[src/rtl/conv_pkg.sv]
`default_nettype none
// ============================================================================
//  Package : conv_pkg
//  Purpose : Shared helpers for the multi-filter binary convolution engine:
//            width functions, accumulator-width bound, slice/index helpers and
//            the output-register state type.
//  Revision: 1.0 - initial multi-filter, multi-channel release
// ============================================================================
package conv_pkg;

   // Ceiling log2; clog2(1) = 0.
   function automatic int clog2(input int value);
      int r;
      int v;
      r = 0;
      v = value - 1;
      while (v > 0) begin
         r = r + 1;
         v = v >> 1;
      end
      return r;
   endfunction

   // Bits needed to hold an index/count, never less than one.
   function automatic int width_of(input int count);
      return (clog2(count) < 1) ? 1 : clog2(count);
   endfunction

   // Smallest signed accumulator that cannot overflow for a full group.
   function automatic int min_acc_width(input int data_width, input int lanes,
                                        input int max_in_ch);
      return data_width + 1 + clog2(lanes * max_in_ch);
   endfunction

   // LSB of window lane i inside the packed pixel bus.
   function automatic int lane_lsb(input int lane, input int data_width);
      return lane * data_width;
   endfunction

   // LSB of filter f inside the packed result bus.
   function automatic int filter_lsb(input int filter, input int acc_width);
      return filter * acc_width;
   endfunction

   // Weight-bank entry holding the kernel for filter f, input channel c.
   function automatic int weight_entry(input int filter, input int chan,
                                       input int max_in_ch);
      return filter * max_in_ch + chan;
   endfunction

   typedef enum logic [0:0] {
      EMPTY = 1'b0,
      FULL  = 1'b1
   } out_state_t;

endpackage
`default_nettype wire

[src/rtl/bin_dot.sv]
`default_nettype none
// ============================================================================
//  Module  : bin_dot
//  Purpose : Combinational binary-weight dot product for one filter. Each lane
//            contributes +x (weight bit 1) or -x (weight bit 0); pixels are
//            zero-extended and the sum wraps in ACC_WIDTH two's complement.
//  Ports   : pixels  - LANES packed unsigned pixels
//            weights - one sign bit per lane
//            dot     - signed sum
//  Revision: 1.0 - initial release
// ============================================================================
module bin_dot
   import conv_pkg::*;
#(
   parameter int DATA_WIDTH = 8,
   parameter int LANES      = 9,
   parameter int ACC_WIDTH  = 16
) (
   input  logic [DATA_WIDTH*LANES-1:0] pixels,
   input  logic [LANES-1:0]            weights,
   output logic signed [ACC_WIDTH-1:0] dot
);

   logic [ACC_WIDTH-1:0] sum;
   logic [ACC_WIDTH-1:0] x;

   always_comb begin
      sum = '0;
      x   = '0;
      for (int i = 0; i < LANES; i++) begin
         x = {{(ACC_WIDTH-DATA_WIDTH){1'b0}},
              pixels[lane_lsb(i, DATA_WIDTH) +: DATA_WIDTH]};
         if (weights[i]) sum = sum + x;
         else            sum = sum - x;
      end
   end

   assign dot = sum;

endmodule
`default_nettype wire

[src/rtl/conv_engine_mc.sv]
`default_nettype none
// ============================================================================
//  Module  : conv_engine_mc
//  Purpose : Multi-filter, multi-input-channel binary convolution. One KxK
//            window (one input channel) per accepted beat; NUM_FILTERS
//            accumulators sum across a group of input channels and the
//            (optionally ReLU'd) vector is presented on an AXI-stream master.
//  Ports   : clk, rstn           - clock, asynchronous active-low reset
//            wr_weight_*, weight_array - kernel bank write (stalls stream)
//            cfg_in_ch, cfg_relu - group size (0 -> 1), ReLU enable
//            s_t*                - window stream slave
//            m_t*                - result stream master
//            frame_done          - pulse after an m_tlast beat is consumed
//  Revision: 1.0 - initial release
// ============================================================================
module conv_engine_mc
   import conv_pkg::*;
#(
   parameter int DATA_WIDTH  = 8,
   parameter int KERNEL_SIZE = 3,
   parameter int NUM_FILTERS = 4,
   parameter int MAX_IN_CH   = 8,
   parameter int ACC_WIDTH   = 16
) (
   input  logic                                         clk,
   input  logic                                         rstn,
   input  logic                                         wr_weight_en,
   input  logic [width_of(NUM_FILTERS*MAX_IN_CH)-1:0]   wr_weight_addr,
   input  logic [KERNEL_SIZE*KERNEL_SIZE-1:0]           weight_array,
   input  logic [width_of(MAX_IN_CH+1)-1:0]             cfg_in_ch,
   input  logic                                         cfg_relu,
   input  logic                                         s_tvalid,
   input  logic [DATA_WIDTH*KERNEL_SIZE*KERNEL_SIZE-1:0] s_tdata,
   input  logic                                         s_tlast,
   output logic                                         s_tready,
   output logic                                         m_tvalid,
   input  logic                                         m_tready,
   output logic [NUM_FILTERS*ACC_WIDTH-1:0]             m_tdata,
   output logic                                         m_tlast,
   output logic                                         frame_done
);

   localparam int LANES   = KERNEL_SIZE * KERNEL_SIZE;
   localparam int ENTRIES = NUM_FILTERS * MAX_IN_CH;
   localparam int ADDR_W  = width_of(ENTRIES);
   localparam int CFG_W   = width_of(MAX_IN_CH + 1);
   localparam int IDX_W   = width_of(MAX_IN_CH);

   if (ACC_WIDTH < min_acc_width(DATA_WIDTH, LANES, MAX_IN_CH)) begin : g_acc_width_check
      $error("conv_engine_mc: ACC_WIDTH too small for DATA_WIDTH/KERNEL_SIZE/MAX_IN_CH");
   end

   logic [LANES-1:0]  wbank [ENTRIES];
   logic [IDX_W-1:0]  ch_idx;
   logic [CFG_W-1:0]  n_held;
   logic [CFG_W-1:0]  cfg_n;
   logic [CFG_W-1:0]  n_now;
   logic              accept;
   logic              close;
   out_state_t        state;

   // ------------------------------------------------------------------------
   // Weight bank: one-hot decode so addresses beyond the bank simply match
   // no entry.
   // ------------------------------------------------------------------------
   always_ff @(posedge clk or negedge rstn) begin
      if (!rstn) begin
         for (int e = 0; e < ENTRIES; e++) wbank[e] <= '0;
      end else begin
         for (int e = 0; e < ENTRIES; e++) begin
            if (wr_weight_en && (wr_weight_addr == ADDR_W'(e))) wbank[e] <= weight_array;
         end
      end
   end

   // ------------------------------------------------------------------------
   // Group control. Group size is taken from cfg_in_ch only on the first beat
   // of a group; later beats use the held copy so a mid-group cfg change
   // cannot shorten or stretch the group.
   // ------------------------------------------------------------------------
   always_comb begin
      cfg_n = cfg_in_ch;
      if (cfg_in_ch == '0)                     cfg_n = CFG_W'(1);
      else if (cfg_in_ch > CFG_W'(MAX_IN_CH))  cfg_n = CFG_W'(MAX_IN_CH);
   end

   assign n_now    = (ch_idx == '0) ? cfg_n : n_held;
   assign s_tready = rstn && !wr_weight_en && (!m_tvalid || m_tready);
   assign accept   = s_tvalid && s_tready;
   assign close    = accept && ((CFG_W'(ch_idx) + CFG_W'(1) == n_now) || s_tlast);

   // ------------------------------------------------------------------------
   // Per-filter datapath: dot product, accumulator and output register.
   // ------------------------------------------------------------------------
   for (genvar f = 0; f < NUM_FILTERS; f++) begin : g_filter
      logic [LANES-1:0]            wsel;
      logic signed [ACC_WIDTH-1:0] dot;
      logic signed [ACC_WIDTH-1:0] acc;
      logic signed [ACC_WIDTH-1:0] sum;
      logic signed [ACC_WIDTH-1:0] res;
      logic signed [ACC_WIDTH-1:0] res_q;

      assign wsel = wbank[ADDR_W'(weight_entry(f, 0, MAX_IN_CH)) + ADDR_W'(ch_idx)];

      bin_dot #(
         .DATA_WIDTH (DATA_WIDTH),
         .LANES      (LANES),
         .ACC_WIDTH  (ACC_WIDTH)
      ) u_dot (
         .pixels  (s_tdata),
         .weights (wsel),
         .dot     (dot)
      );

      assign sum = acc + dot;
      assign res = (cfg_relu && sum[ACC_WIDTH-1]) ? '0 : sum;

      always_ff @(posedge clk or negedge rstn) begin
         if (!rstn) begin
            acc   <= '0;
            res_q <= '0;
         end else if (accept) begin
            acc <= close ? '0 : sum;
            if (close) res_q <= res;
         end
      end

      assign m_tdata[filter_lsb(f, ACC_WIDTH) +: ACC_WIDTH] = res_q;
   end

   // ------------------------------------------------------------------------
   // Channel counter and output-register state machine. A close while FULL
   // can only happen when m_tready is high (s_tready gates it), so the
   // reload and the pop coincide.
   // ------------------------------------------------------------------------
   always_ff @(posedge clk or negedge rstn) begin
      if (!rstn) begin
         state      <= EMPTY;
         m_tvalid   <= 1'b0;
         m_tlast    <= 1'b0;
         frame_done <= 1'b0;
         ch_idx     <= '0;
         n_held     <= '0;
      end else begin
         frame_done <= m_tvalid && m_tready && m_tlast;

         if (accept) begin
            if (ch_idx == '0) n_held <= cfg_n;
            ch_idx <= close ? '0 : ch_idx + IDX_W'(1);
         end

         case (state)
            EMPTY: begin
               if (close) begin
                  state    <= FULL;
                  m_tvalid <= 1'b1;
                  m_tlast  <= s_tlast;
               end
            end
            FULL: begin
               if (close) begin
                  m_tlast <= s_tlast;
               end else if (m_tready) begin
                  state    <= EMPTY;
                  m_tvalid <= 1'b0;
               end
            end
            default: begin
               state    <= EMPTY;
               m_tvalid <= 1'b0;
            end
         endcase
      end
   end

endmodule
`default_nettype wire
[config.mk]
export PLATFORM = sky130hd
export DESIGN_NAME = conv_engine_mc
export DESIGN_NICKNAME = d
export VERILOG_FILES = /design/src/rtl/conv_pkg.sv /design/src/rtl/bin_dot.sv /design/src/rtl/conv_engine_mc.sv
export SDC_FILE = /design/constraint.sdc
export NUM_CORES = 1
export LEC_CHECK = 0
export CAP_MARGIN = 10
export CORE_MARGIN = 3
export CORE_UTILIZATION = 30
export DETAILED_ROUTE_END_ITERATION = 6
export RECOVER_POWER = 50
export SYNTH_ARGS = -nofsm -noshare
export SYNTH_HDL_FRONTEND = slang
export SYNTH_SLANG_ARGS = --single-unit
[constraint.sdc]
create_clock -name clk -period 34 [get_ports clk]
set_input_delay 6.8 -clock clk [delete_from_list [all_inputs] [get_ports clk]]
set_output_delay 6.8 -clock clk [all_outputs]
set_load 0.02 [all_outputs]
==> flow_summary.html <==
<table>
<tr><th>Metric</th><th>Value</th></tr>
<tr><th colspan="2">Global routing</th></tr>
<tr><td>Global-route wire length before repair</td><td>a little over 200 mm</td></tr>
<tr><td>Maximum number of pins on one net before global-route repair</td><td>about 160</td></tr>
<tr><td>Number of global-route vias before repair</td><td>~35000</td></tr>
<tr><td>Gr usage total</td><td>17.0%</td></tr>
<tr><td>GRT overflow</td><td>0</td></tr>
<tr><td>Antenna violations before repair</td><td>19</td></tr>
<tr><th colspan="2">Yosys</th></tr>
<tr><td>Number of flops mapped to enable cells by yosys</td><td>0</td></tr>
<tr><td>Main synth FF type</td><td>sky130_fd_sc_hd__dfrtp_1</td></tr>
<tr><td>Flop and latch count out of synthesis</td><td>427</td></tr>
<tr><td>Cells taking the most area after synthesis</td><td>sky130_fd_sc_hd__dfrtp_1 24%, sky130_fd_sc_hd__ha_1 15%, sky130_fd_sc_hd__mux2_2 9.5%</td></tr>
<tr><td>Sequential element share of the synthesized area</td><td>24.0%</td></tr>
<tr><td>Post-Syn Area</td><td>approximately 45000 sq um</td></tr>
<tr><td>Mapped Cells</td><td>slightly below 5000</td></tr>
<tr><td>Synthesized area per cell</td><td>around 9.0 sq um</td></tr>
<tr><td>Proportion of register bits with asynchronous set or reset after synthesis</td><td>100%</td></tr>
<tr><td>Synth unique cells</td><td>87</td></tr>
<tr><td>Synth area leader</td><td>sky130_fd_sc_hd__dfrtp_1</td></tr>
<tr><td>Ys Warns</td><td>0</td></tr>
<tr><td>Yosys top cell area share</td><td>around a quarter</td></tr>
<tr><td>Syn_nets</td><td>between 5000 and 6000</td></tr>
<tr><th colspan="2">Detailed routing</th></tr>
<tr><td>Residual antenna-violating net count after detailed routing</td><td>0</td></tr>
<tr><td>Total number of vias</td><td>35520</td></tr>
<tr><td>Overall routed net length</td><td>133 mm</td></tr>
<tr><td>DRC violation count after routing</td><td>0</td></tr>
<tr><td>Average detailed-routed wire length per instance</td><td>19.1 um</td></tr>
<tr><td>Iteration-0 DRC Markers</td><td>between 2000 and 2500</td></tr>
<tr><td>Drt first pass iters</td><td>5</td></tr>
<tr><td>Detailed-route vias per instance</td><td>5.09</td></tr>
<tr><th colspan="2">Worst setup path</th></tr>
<tr><td>Setup crit end kind</td><td>register</td></tr>
<tr><td>Highest-delay cell along the critical path</td><td>sky130_fd_sc_hd__o31ai_1</td></tr>
<tr><td>RR Startpoint</td><td>ch_idx[2]$_DFFE_PN0P_</td></tr>
<tr><td>Depth of the worst register-to-register path</td><td>54</td></tr>
<tr><td>Critical register-to-register path endpoint</td><td>g_filter[1].res_q[5]$_DFFE_PN0P_</td></tr>
<tr><td>Worst EP required</td><td>around 34000 ps</td></tr>
<tr><td>Class of the most critical setup path</td><td>input port to register</td></tr>
<tr><td>Data arrival time of the worst path</td><td>around 19000 ps</td></tr>
<tr><td>CP Launch Type</td><td>input port</td></tr>
<tr><td>Most numerous cell on the critical path</td><td>sky130_fd_sc_hd__ha_1</td></tr>
<tr><td>Critical path peak fanout</td><td>11</td></tr>
<tr><td>Critical Path Max Stage Delay</td><td>roughly 800 ps</td></tr>
<tr><td>Slack of the worst reg-to-reg path</td><td>just under 20000 ps</td></tr>
<tr><th colspan="2">STA</th></tr>
<tr><td>Total Negative Setup Slacks</td><td>0 ps</td></tr>
<tr><td>Pins over their slew limit</td><td>approximately 320</td></tr>
<tr><td>Worst max-slew margin expressed relative to the limit</td><td>-470%</td></tr>
<tr><td>Post-route clock skew</td><td>~36 ps</td></tr>
<tr><td>Min Clock Period, post-route</td><td>roughly 19000 ps</td></tr>
<tr><td>Final Setup Violations</td><td>0</td></tr>
<tr><td>Setup repair after global routing missed its margin</td><td>false</td></tr>
<tr><td>Final worst-path cycle share</td><td>roughly 56%</td></tr>
<tr><td>Maximum achievable frequency</td><td>about 53 MHz</td></tr>
<tr><td>Final Hold Vio Count</td><td>0</td></tr>
<tr><td>Actual slew at the worst max-slew pin</td><td>8550 ps</td></tr>
<tr><th colspan="2">CTS</th></tr>
<tr><td>TritonCTS buffer count</td><td>48</td></tr>
<tr><td>Hold buffer count at cts</td><td>0</td></tr>
<tr><td>CTS sink count</td><td>427</td></tr>
<tr><td>Cell at the root of the clock tree</td><td>sky130_fd_sc_hd__clkbuf_16</td></tr>
<tr><td>Clock transition at the registers of the reported paths</td><td>60 ps</td></tr>
<tr><td>CTS tree</td><td>yes</td></tr>
<tr><td>Clock insertion delay at the later pin of the skew report</td><td>slightly above 600 ps</td></tr>
<tr><td>Gates resized, CTS repair</td><td>0</td></tr>
<tr><td>Postcts setup bufs</td><td>0</td></tr>
<tr><td>Max clock buf depth</td><td>3</td></tr>
<tr><td>H-tree levels</td><td>2</td></tr>
<tr><th colspan="2">Placement</th></tr>
<tr><td>Detailed placer's ending HPWL</td><td>between 100 and 150 mm</td></tr>
<tr><td>Number of buffers inserted by port buffering</td><td>between 150 and 200</td></tr>
<tr><td>Last weighted congestion value of the routability-driven placer</td><td>approximately 0.92</td></tr>
<tr><th colspan="2">Flow run</th></tr>
<tr><td>Number of max-cap violations</td><td>4</td></tr>
<tr><th colspan="2">Status</th></tr>
<tr><td>Run status</td><td>finished, violations left</td></tr>
<tr><td>Violations in the final reports</td><td>capacitance limit, slew limit</td></tr>
<tr><th colspan="2">Worst hold path</th></tr>
<tr><td>Startpoint of the most critical hold path</td><td>g_filter[3].res_q[15]$_DFFE_PN0P_</td></tr>
<tr><td>Classification of the worst-slack hold path</td><td>register to register</td></tr>
<tr><td>Hold Crit Endpoint</td><td>g_filter[3].res_q[15]$_DFFE_PN0P_</td></tr>
<tr><td>Hold path cells</td><td>2</td></tr>
<tr><th colspan="2">Floorplan</th></tr>
<tr><td>FP Rows</td><td>140</td></tr>
<tr><td>Number of top-level design ports</td><td>about 170</td></tr>
<tr><td>Area inside the core boundary</td><td>approximately 150000 sq um</td></tr>
<tr><td>Die Y-Extent</td><td>between 300 and 400 um</td></tr>
<tr><td>Initial Utilization</td><td>roughly 30%</td></tr>
<tr><td>Area enclosed by the die boundary</td><td>153000 sq um</td></tr>
<tr><td>Chip width</td><td>a little under 400 um</td></tr>
<tr><th colspan="2">Cells and area</th></tr>
<tr><td>Ratio of cells with drive above 1 in the final layout</td><td>roughly 12%</td></tr>
<tr><td>Number of nets at the end of the flow</td><td>about 5700</td></tr>
<tr><td>Syn-to-layout area delta</td><td>12.0%</td></tr>
<tr><td>FILL cells</td><td>about 15000</td></tr>
</table>
-- worst max path at each step --
stage / startpoint / to
global route: rstn / ch_idx[0]$_DFFE_PN0P_
detailed placement: s_tdata[1] / g_filter[1].res_q[5]$_DFFE_PN0P_
finish: s_tdata[1] / g_filter[1].res_q[5]$_DFFE_PN0P_
CTS: s_tdata[1] / g_filter[1].res_q[5]$_DFFE_PN0P_
floorplan: s_tdata[1] / g_filter[1].res_q[10]$_DFFE_PN0P_
global placement: s_tdata[1] / g_filter[1].res_q[5]$_DFFE_PN0P_
-- placed cells by master (no fill, tap or decap), drive strengths merged, types with 9 or more instances in the layout --
| cell type | Yosys | layout |
|---|---|---|
| nand4 | 14 | 14 |
| nor2 | 577 | 577 |
| and2 | 14 | 14 |
| xnor3 | 9 | 9 |
| a21o | 142 | 142 |
| mux4 | 62 | 62 |
| nor2b | 64 | 64 |
| dlygate4sd3 | 1 | 69 |
| nand3 | 31 | 31 |
| o21bai | 126 | 126 |
| xor2 | 213 | 213 |
| a21oi | 418 | 418 |
| buf | 31 | 46 |
| nor3b | 9 | 9 |
| a22o | 44 | 44 |
| o211ai | 9 | 9 |
| clkdlybuf4s50 | 0 | 94 |
| o21a | 48 | 48 |
| nand2b | 104 | 104 |
| a21boi | 14 | 14 |
| mux2 | 375 | 375 |
| fa | 36 | 36 |
| or3 | 18 | 18 |
| xnor2 | 469 | 469 |
| nand2 | 285 | 285 |
| nor3 | 57 | 57 |
| diode | 0 | 13 |
| mux2i | 28 | 28 |
| o31ai | 33 | 33 |
| nor4 | 15 | 15 |
| a211oi | 42 | 42 |
| dfrtp | 427 | 427 |
| inv | 216 | 220 |
| o21ai | 198 | 198 |
| clkinv | 1 | 13 |
| a31oi | 20 | 20 |
| o22ai | 9 | 9 |
| clkbuf | 167 | 75 |
| ha | 531 | 531 |
-- critical path: cells and delay by family --
family	cells	cell delay (ps)
AND/OR/NAND/NOR	13	2360
adder cells (fa/ha/maj)	10	3190
XOR/XNOR	13	3010
AO/OA/AOI/OAI	11	3400
buffers and inverters	3	640
-- per-layer routing --
layer / vias to the layer above / track usage, % / routed length, um
li1: 17581 / - / -
met1: 17149 / 23.0 / 61100
met2: 647 / 28.6 / 62900
met3: 133 / 2.71 / 6860
met4: 10 / 3.33 / 2500
met5: - / 0 / 70
-- metrics by stage --
step           setup WS, ps  hold WS (ps)  cell area, sq um  instances  utilization [%]
3_5_place_dp          14650           470             48200       6872             32.9
6_report              15040           474             49900       6976             34.0
4_1_cts               15210           476             49900       6960             34.0
3_3_place_gp          14730           448             48200       6871             32.9
5_1_grt               13000           507             49900       6964             34.0
2_1_floorplan         17380           436             44600       4938                -
-- cell families (layout without fill, tap and decap cells) --
| group | count (synthesis) | in the layout | share of synthesized area [%] |
|---|---|---|---|
| adders and majority gates | 567 | 567 | 16.5 |
| DFF | 427 | 427 | 24.0 |
| muxes | 465 | 465 | 13.3 |
| and+or+nand+nor | 1211 | 1211 | 12.1 |
| xor gates and xnor gates | 691 | 691 | 13.9 |
| AOI/OAI and AO/OA | 1161 | 1161 | 16.4 |
| buffers and inverters | 416 | 524 | 3.90 |
| other | 0 | 13 | 0 |
-- state kept, by name, summed over array words and instances (netlist names), 3 cells and up --
name	count
g_filter.res_q	64
wbank	288
n_held	4
ch_idx	3
g_filter.acc	64
-- final cells by class --
cell class              count  area (sq um)  area share (%)
inverters                 217           815            1.63
diodes                     13          32.5          0.0652
repair buffers            219          2040            4.09
well taps                1917          2400            4.81
clock buffers              65          1390            2.78
flip-flops and latches    427         10700            21.4
multi-input cells        4095         32200            64.6
clock inverters            23           302           0.604
-- cells in the mapped netlist (60+ instances only) --
cell and instances:
sky130_fd_sc_hd__mux2_2 375, sky130_fd_sc_hd__mux4_2 60, sky130_fd_sc_hd__a21oi_1 417, sky130_fd_sc_hd__dfrtp_1 427
sky130_fd_sc_hd__nor2_1 573, sky130_fd_sc_hd__ha_1 531, sky130_fd_sc_hd__o21bai_1 126, sky130_fd_sc_hd__nand2_1 285
sky130_fd_sc_hd__inv_1 216, sky130_fd_sc_hd__clkbuf_1 162, sky130_fd_sc_hd__xnor2_1 467, sky130_fd_sc_hd__nor2b_1 64
sky130_fd_sc_hd__nand2b_1 104, sky130_fd_sc_hd__xor2_1 213, sky130_fd_sc_hd__a21o_1 141, sky130_fd_sc_hd__o21ai_0 198
Power is left out: the tool's default activity adds up to more than one toggle a clock period on the data nets, which glitch-free logic cannot reach.
